--- src/rtl/cmsdk_sram_arb_pkg.sv ---
// Shared types and constants for the two-port FPGA SRAM arbiter.
// Optional statistics are enabled with SRAM_ARB_STAT_EN.
package cmsdk_sram_arb_pkg;

  typedef logic [1:0] arb_state_t;

  localparam arb_state_t IDLE = 2'd0;
  localparam arb_state_t OWN0 = 2'd1;
  localparam arb_state_t OWN1 = 2'd2;

  localparam logic REQ_M0 = 1'b0;
  localparam logic REQ_M1 = 1'b1;

  localparam int MAX_HOLD_DEF = 16;

endpackage

--- src/rtl/cmsdk_sram_arb_pick.sv ---
// Combinational winner selector: lock ownership, hold-limit
// break and round-robin tie resolution.
module cmsdk_sram_arb_pick
  import cmsdk_sram_arb_pkg::*;
(
  input  arb_state_t state,
  input  logic       last,
  input  logic       hold_lim,
  input  logic [1:0] req,
  output logic [1:0] gnt
);

  logic       own0;
  logic       own1;
  logic [1:0] idle_gnt;

  assign own0 = (state == OWN0) && req[0];
  assign own1 = (state == OWN1) && req[1];

  always_comb begin
    unique case (req)
      2'b01:   idle_gnt = 2'b01;
      2'b10:   idle_gnt = 2'b10;
      2'b11:   idle_gnt = (last == REQ_M1) ? 2'b01 : 2'b10;
      default: idle_gnt = 2'b00;
    endcase
  end

  // An owner that stops requesting falls back to idle rules.
  always_comb begin
    gnt = idle_gnt;
    unique case (1'b1)
      own0:    gnt = (req[1] && hold_lim) ? 2'b10 : 2'b01;
      own1:    gnt = (req[0] && hold_lim) ? 2'b01 : 2'b10;
      default: ;
    endcase
  end

endmodule

--- src/rtl/cmsdk_fpga_sram_arbiter.sv ---
// Two-requester arbiter for a single-port registered-read SRAM.
// Define SRAM_ARB_STAT_EN to add the contention counter.
module cmsdk_fpga_sram_arbiter
  import cmsdk_sram_arb_pkg::*;
#(
  parameter int AW       = 14,
  parameter int MAX_HOLD = MAX_HOLD_DEF
) (
  input  logic          CLK,
  input  logic          RST,
  input  logic          M0_REQ,
  input  logic          M0_WRITE,
  input  logic          M0_LOCK,
  input  logic [AW-1:0] M0_ADDR,
  input  logic [31:0]   M0_WDATA,
  input  logic [3:0]    M0_BE,
  output logic          M0_GNT,
  output logic          M0_RVALID,
  input  logic          M1_REQ,
  input  logic          M1_WRITE,
  input  logic          M1_LOCK,
  input  logic [AW-1:0] M1_ADDR,
  input  logic [31:0]   M1_WDATA,
  input  logic [3:0]    M1_BE,
  output logic          M1_GNT,
  output logic          M1_RVALID,
  output logic [31:0]   RDATA,
  output logic [AW-1:0] SRAM_ADDR,
  output logic [31:0]   SRAM_WDATA,
  output logic [3:0]    SRAM_WREN,
  output logic          SRAM_CS,
  input  logic [31:0]   SRAM_RDATA
`ifdef SRAM_ARB_STAT_EN
  ,
  input  logic          STAT_CLR,
  output logic [15:0]   STAT_CONFLICTS
`endif
);

  localparam int CW = (MAX_HOLD > 1) ? $clog2(MAX_HOLD) : 1;
  localparam logic [CW-1:0] HOLD_TOP = CW'(MAX_HOLD - 1);

  arb_state_t    state_q;
  arb_state_t    state_nx;
  logic [1:0]    req;
  logic [1:0]    gnt;
  logic [1:0]    rtag_q;
  logic          last_q;
  logic          sel_q;
  logic          hold_lim;
  logic          keep;
  logic          wsel;
  logic          wr;
  logic [CW-1:0] hold_q;
  logic [CW-1:0] hold_nx;

  assign req      = {M1_REQ, M0_REQ};
  assign hold_lim = (hold_q == HOLD_TOP);

  cmsdk_sram_arb_pick u_pick (
    .state    (state_q),
    .last     (last_q),
    .hold_lim (hold_lim),
    .req      (req),
    .gnt      (gnt)
  );

  // Idle cycles keep the previous address mux select.
  assign wsel = (|gnt) ? gnt[1] : sel_q;
  assign wr   = (gnt[0] & M0_WRITE) | (gnt[1] & M1_WRITE);

  assign SRAM_ADDR  = wsel ? M1_ADDR : M0_ADDR;
  assign SRAM_WDATA = !wr ? '0 : (gnt[1] ? M1_WDATA : M0_WDATA);
  assign SRAM_WREN  = !wr ? '0 : (gnt[1] ? M1_BE : M0_BE);
  assign SRAM_CS    = wr;

  assign M0_GNT    = gnt[0];
  assign M1_GNT    = gnt[1];
  assign M0_RVALID = rtag_q[0];
  assign M1_RVALID = rtag_q[1];
  assign RDATA     = (|rtag_q) ? SRAM_RDATA : '0;

  always_comb begin
    state_nx = IDLE;
    if (gnt[0] && M0_LOCK)
      state_nx = OWN0;
    else if (gnt[1] && M1_LOCK)
      state_nx = OWN1;
  end

  // Count only owner re-grants that keep the other side waiting.
  assign keep =
    (gnt[0] && (state_q == OWN0) && req[1]) ||
    (gnt[1] && (state_q == OWN1) && req[0]);

  always_comb begin
    hold_nx = '0;
    if (keep)
      hold_nx = hold_lim ? hold_q : hold_q + 1'b1;
  end

  always_ff @(posedge CLK or posedge RST) begin
    if (RST) begin
      state_q <= IDLE;
      last_q  <= REQ_M1;
      sel_q   <= 1'b0;
      hold_q  <= '0;
      rtag_q  <= '0;
    end else begin
      state_q <= state_nx;
      hold_q  <= hold_nx;
      rtag_q  <= {gnt[1] & ~M1_WRITE, gnt[0] & ~M0_WRITE};
      if (|gnt) begin
        last_q <= gnt[1];
        sel_q  <= gnt[1];
      end
    end
  end

`ifdef SRAM_ARB_STAT_EN
  logic        conflict;
  logic [15:0] stat_q;

  assign conflict       = (&req) && (gnt != 2'b11);
  assign STAT_CONFLICTS = stat_q;

  always_ff @(posedge CLK or posedge RST) begin
    if (RST)
      stat_q <= '0;
    else if (STAT_CLR)
      stat_q <= '0;
    else if (conflict && !(&stat_q))
      stat_q <= stat_q + 16'd1;
  end
`endif

endmodule

--- config.mk ---
export PLATFORM = sky130hd
export DESIGN_NAME = cmsdk_fpga_sram_arbiter
export DESIGN_NICKNAME = d
export VERILOG_FILES = /design/src/rtl/cmsdk_sram_arb_pkg.sv /design/src/rtl/cmsdk_sram_arb_pick.sv /design/src/rtl/cmsdk_fpga_sram_arbiter.sv
export SDC_FILE = /design/constraint.sdc
export NUM_CORES = 1
export LEC_CHECK = 0
export BUFFER_PORTS_ARGS = -buffer_cell sky130_fd_sc_hd__buf_4
export CELL_PAD_IN_SITES_DETAIL_PLACEMENT = 1
export CELL_PAD_IN_SITES_GLOBAL_PLACEMENT = 1
export CORE_ASPECT_RATIO = 1.75
export CORE_MARGIN = 10
export CORE_UTILIZATION = 17
export CTS_BUF_LIST = sky130_fd_sc_hd__clkbuf_8 sky130_fd_sc_hd__clkbuf_16
export DETAILED_ROUTE_END_ITERATION = 10
export PLACE_DENSITY = 0.92
export SYNTH_ARGS = -nofsm -noshare
export SYNTH_HDL_FRONTEND = slang
export SYNTH_SLANG_ARGS = --single-unit
--- constraint.sdc ---
create_clock -name CLK -period 4.7 [get_ports CLK]
set_input_delay 0.705 -clock CLK [delete_from_list [all_inputs] [get_ports CLK]]
set_output_delay 0.705 -clock CLK [all_outputs]
set_load 0.02 [all_outputs]
======== Word level (Yosys, flattened, before mapping) ========
Index checks and enable logic that the tools add are counted.
word-level totals
  register bits after elaboration ......... 10
  word-level logic and storage cells ...... 49
operators by class
  equality and inequality tests ........... 7
  mux-type cells .......................... 16
  $add $sub $neg .......................... 1
  bitwise logic cells ..................... 7
  reductions and logical operators ........ 13
operators with widths
  operator             count
  $mux 32              3
  $mux 4               4
  $mux 14              1
  $logic_and 1x1->1    10
  $mux 2               5
  $eq 2x2->1 const B   3
  $pmux 2 s3           1
  $add 4x1->4 const B  1
  $and 1x1->1          4
  $eq 2x1->1 const B   2
  $eq 4x4->1 const B   1
  $pmux 2 s2           1
  $reduce_or 2->1      2
  $ne 2x2->1 const B   1
  $not 1->1            2
  $logic_or 1x1->1     1
  $mux 1               1
  $or 1x1->1           1

======== Longest topological paths before layout ========
  depth after elaboration ................. 8
  depth in mapped cells ................... 7

======== Cells and area by module ========
A second synthesis with hierarchy kept.
unflattened totals
  cells, all modules ...................... 185
  area total of the unflattened synthesis .. 1521.5 sq um
by module, submodules not included
  module                   area an instance (sq um)  seq. area each (sq um)  cells each  times used
  cmsdk_fpga_sram_arbiter  1425.1                    251.5                   171         1
  cmsdk_sram_arb_pick      96.3                      0.0                     14          1

======== Least setup slack after synthesis ========
OpenSTA, ideal clock, no wires.
  path kind ............................... register -> output
  start point ............................. register hold_q[0]
  end point ............................... output port SRAM_ADDR[10]
  arrival time ............................ 1.895 ns
  required time ........................... 3.995 ns
  buffers on the path ..................... 1
  stages on the path, launching flop included .. 7
  setup slack ............................. 2.100 ns
  path through ............................ dfrtp_1 ha_1 and3_4 mux2i_4 nor3_4 buf_12 mux2_4
on the way
  word-level cells in the longest chain between the ends .. 7
  elaborated cells on any way between the ends .. 9
ends and longest elaborated chain
  element                                      line                                                  RTL
  from (decl)                                  cmsdk_fpga_sram_arbiter.sv:54                         logic [CW-1:0] hold_q;
  from (signal assigned)                       cmsdk_fpga_sram_arbiter.sv:111                        hold_q <= hold_nx;
  $eq 4x4->1 (*)                               cmsdk_fpga_sram_arbiter.sv:58                         assign hold_lim = (hold_q == HOLD_TOP);
  $logic_and 1x1->1, on equally long branches  cmsdk_sram_arb_pick.sv:34, cmsdk_sram_arb_pick.sv:33
  $mux 2, on equally long branches             cmsdk_sram_arb_pick.sv:34, cmsdk_sram_arb_pick.sv:33
  $pmux 2 s2 (*)                               cmsdk_sram_arb_pick.sv:32                             unique case (1'b1)
  $reduce_or 2->1                              cmsdk_fpga_sram_arbiter.sv:69                         assign wsel = (|gnt) ? gnt[1] : sel_q;
  $mux 1 (*)                                   n/a
  via wsel                                     cmsdk_fpga_sram_arbiter.sv:52                         logic wsel;
  $mux 14 (*)                                  cmsdk_fpga_sram_arbiter.sv:72                         assign SRAM_ADDR = wsel ? M1_ADDR : M0_ADDR;
  to (decl)                                    cmsdk_fpga_sram_arbiter.sv:28                         output logic [AW-1:0] SRAM_ADDR,
Mark *: on every way through the listed nets, which the timed path passes. The rest lies on a longest branch.

======== Worst setup path in the final report ========
  start point ............................. register hold_q[0]
  end point ............................... output port SRAM_ADDR[2]
on the way
  word-level cells in the longest chain between the ends .. 7
  elaborated cells on any way between the ends .. 9
ends and longest elaborated chain
  element                                      line
  $eq 4x4->1 (*)                               cmsdk_fpga_sram_arbiter.sv:58
  $logic_and 1x1->1, on equally long branches  cmsdk_sram_arb_pick.sv:34, cmsdk_sram_arb_pick.sv:33
  $mux 2, on equally long branches             cmsdk_sram_arb_pick.sv:34, cmsdk_sram_arb_pick.sv:33
  $pmux 2 s2 (*)                               cmsdk_sram_arb_pick.sv:32
  $reduce_or 2->1                              cmsdk_fpga_sram_arbiter.sv:69
  $mux 1 (*)                                   n/a
  $mux 14 (*)                                  cmsdk_fpga_sram_arbiter.sv:72
Every way passes the cells marked *; elsewhere a longest branch is shown, timed or not.

==> results_dict.tcl <==
set metrics [dict create \
    status "finished clean" \
    dieArea_mm2 0.01187 \
    grt_pass1_wl_mm 13.08 \
    cts_buffers 3 \
    period_share_pct 72.06 \
    drc_errors 0 \
    use_met1_pct 12.34 \
    critical_path_required_ns 3.99 \
    met3_usage_pct 10.18 \
    maxCapViolCount 0 \
    antenna_found_initial 0 \
    dp_hpwl_mm 8.448 \
    grt.busiest_layer "met2" \
    wl_per_cell_um 20.62 \
    grt_pass1_vias 2363 \
    postSynthCellCount 141 \
    synthTopCellsByArea "a22o_1 24%, dfrtp_1 17%, nor2b_1 15%, mux2_4 10%, buf_6 5.1%" \
    hp-class "primary input to asynchronous set/reset pin" \
    reg2reg_slack_ns 2.64 \
    max_slew_margin_pct 25.09 \
    htreeDepth 1 \
    synth_compound_area_share_pct 28.21 \
    synth_warnings 0 \
    synth_fp_nets 282 \
    dr.pass1.iters 3 \
    reg2reg_depth 4 \
    synth_top_area_cell "a22o_1" \
    grt_max_degree 33 \
    grt-ovfl-total 0 \
    crit_type "flip-flop to output port" \
    track_usage_pct 14.22 \
    fin_crit_ns 3.387 \
    clock_skew_ns 0.004972 \
    synth_seq_cells 10 \
    p_per_area_mw_per_mm2 243.4 \
    clock-sinks 10 \
    cp-start-kind "flip-flop" \
    endpoint_kind "output port" \
    via_per_inst 4.598 \
    synthesis.area_mm2 0.001326 \
    initialDrtViolationCount 77 \
    clk_latency_ns 0.24 \
    worst_pin_slew_ns 1.122 \
    synthAdderAreaFrac_pct 0.9434 \
    cts_resized 0 \
    path_max_fanout 15 \
    setup_viol 0 \
    rsz0062_at_grt "false" \
    tns_ns 0 \
    reg2reg_to "sel_q" \
    synth_top_family_by_area "compound AO/OA/AOI/OAI gates" \
    cts-root-buf "clkbuf_16" \
    use_met2_pct 25.37 \
    synth_mux_area_share_pct 16.13 \
    synth_cell_types 31 \
    ioPinCount 227 \
    cts_tree "done" \
    slowest_delay_ns 0.73 \
    post_cts_buffers 0 \
    die_w_um 86.77 \
    crit_slowest_cell "nor3_4" \
    numPortBuffers 226 \
    coreArea_mm2 0.007567 \
    ant_nets 0 \
    leakagePower_nw 1.682 \
    drive_gt1_share_pct 69.89 \
    clkSlewWorstSetupHoldPaths_ns 0.04 \
    dieHeight_um 136.8 \
    dp_cells 446 \
    vias 2069 \
    final_nets 504 \
    worstPathArrival_ns 2.68 \
    layout.cells.non_filler 450 \
    ir_drop_mv 0.1190 \
    hold_viol_final 0 \
    area_delta_synth_final_pct 135.5 \
    drv_slew 0 \
    syn_area_per_cell_um2 9.406 \
    ys_seq_area_share_pct 18.96 \
    synth_xor_area_share_pct 1.321 \
    num_antenna_cells 0 \
    routed_wl_mm 9.280 \
    worstReg2RegStart "hold_q[0]" \
    synthSimpleGateAreaFrac_pct 25.28 \
    rows 42 \
    gp_congestion 0.7684 \
    hold_buffers 0 \
    start_util_pct 17.53 \
    cts_buffer_depth 2 \
    path_cells "ha_1, and3_4, mux2i_4, nor3_4, mux2_2, buf_4" \
    synth_top_area_share_pct 23.77 \
    max_freq_mhz 295.3 \
]
==> sequential cells by signal, summed over array words and instances (netlist names) <==
signal,flops
hold_q,4
rtag_q,2
state_q,2
last_q,1
sel_q,1
==> kinds of logic (layout without fill, tap and decap cells) <==
logic type	Yosys count	in the layout
xor+xnor	2	2
fa+ha+maj	1	1
mux	15	15
compound gates	46	46
buf+inv	15	236
simple gates	52	52
flops	10	10
==> cells in the mapped netlist <==
cell type   n
dfrtp_1     9
nor2b_1    32
nor3_1      2
and3_4      1
nand4b_1    1
a21oi_1     4
mux2_2      5
nor2_1      5
nand2b_1    1
xor2_1      1
buf_4       1
ha_1        1
mux2_4      9
dfstp_2     1
nand2_1     2
clkbuf_1    3
nor3b_1     1
mux2i_4     1
nor3_4      2
inv_1       4
nand3b_1    2
xnor2_1     1
buf_6       6
or2_2       1
buf_12      1
o21ai_0     3
o21a_1      2
and2_1      1
nand3_1     1
a22o_1     36
a31o_2      1
==> through the flow <==
step	utilization, %	hold slack [ns]	instance area, um^2	power, mW	setup WS, ns
2_1_floorplan	-	0.4612	1326	0.3743	2.100
3_3_place_gp	40.23	0.4842	3044	0.6081	1.577
3_5_place_dp	40.23	0.5118	3044	0.6201	1.510
4_1_cts	41.27	0.4591	3123	0.7740	1.245
5_1_grt	41.27	0.4807	3123	0.8033	1.183
6_report	41.27	0.4482	3123	0.7601	1.313
==> cell type report <==
cell class                      count  area [um^2]
Tap cell                           88        110.1
Multi-Input combinational cell    116        955.9
Sequential cell                    10        251.5
Clock buffer                        3        75.07
Timing Repair Buffer              228         1712
Inverter                            4        15.01
Fill cell                         918         4444
Clock inverter                      1        3.754
==> how the worst max path moves through the flow <==
stage                               end  cells after the start  slack, ns      start
after floorplan           SRAM_ADDR[10]                      6       2.10  hold_q[0]
after global placement    SRAM_ADDR[13]                      6       1.58     M0_REQ
after detailed placement   SRAM_ADDR[2]                      6       1.51  hold_q[0]
after CTS                  SRAM_ADDR[2]                      6       1.25  hold_q[0]
after global routing       SRAM_ADDR[2]                      6       1.18  hold_q[0]
final                      SRAM_ADDR[2]                      6       1.31  hold_q[0]
==> power breakdown <==
group | switching [mW] | leakage, nW | internal [mW]
Clock | 0.0400 | 0.0423 | 0.111
Sequential | 0.00508 | 0.130 | 0.0958
Combinational | 0.254 | 1.51 | 0.253
==> cells in the final DEF (no fill, tap or decap), drive strengths merged <==
cell type / n
mux2i: 1
nand3b: 2
o21ai: 3
buf: 228
xor2: 1
inv: 5
nand2b: 1
nor2b: 32
nand2: 2
dfrtp: 9
nand4b: 1
a31o: 1
nor3b: 1
dfstp: 1
ha: 1
o21a: 2
nor2: 5
xnor2: 1
mux2: 14
clkbuf: 3
nor3: 4
nand3: 1
and2: 1
a21oi: 4
and3: 1
or2: 1
a22o: 36
==> worst max-delay path, delay by kind of cell (launching register included) <==
kind                     cells  cell delay [ns]
buffers and inverters        1             0.16
flip-flops                   1             0.41
adder cells (fa/ha/maj)      1             0.26
multiplexers                 2             0.65
AND/OR/NAND/NOR              2             0.95
==> layer usage <==
| layer | vias up | part of all wire [%] |
|---|---|---|
| li1 | 961 | - |
| met4 | 0 | 1.2 |
| met1 | 919 | 31 |
| met2 | 182 | 50 |
| met5 | - | 0 |
| met3 | 7 | 18 |
(Power assumes the default switching activity.)
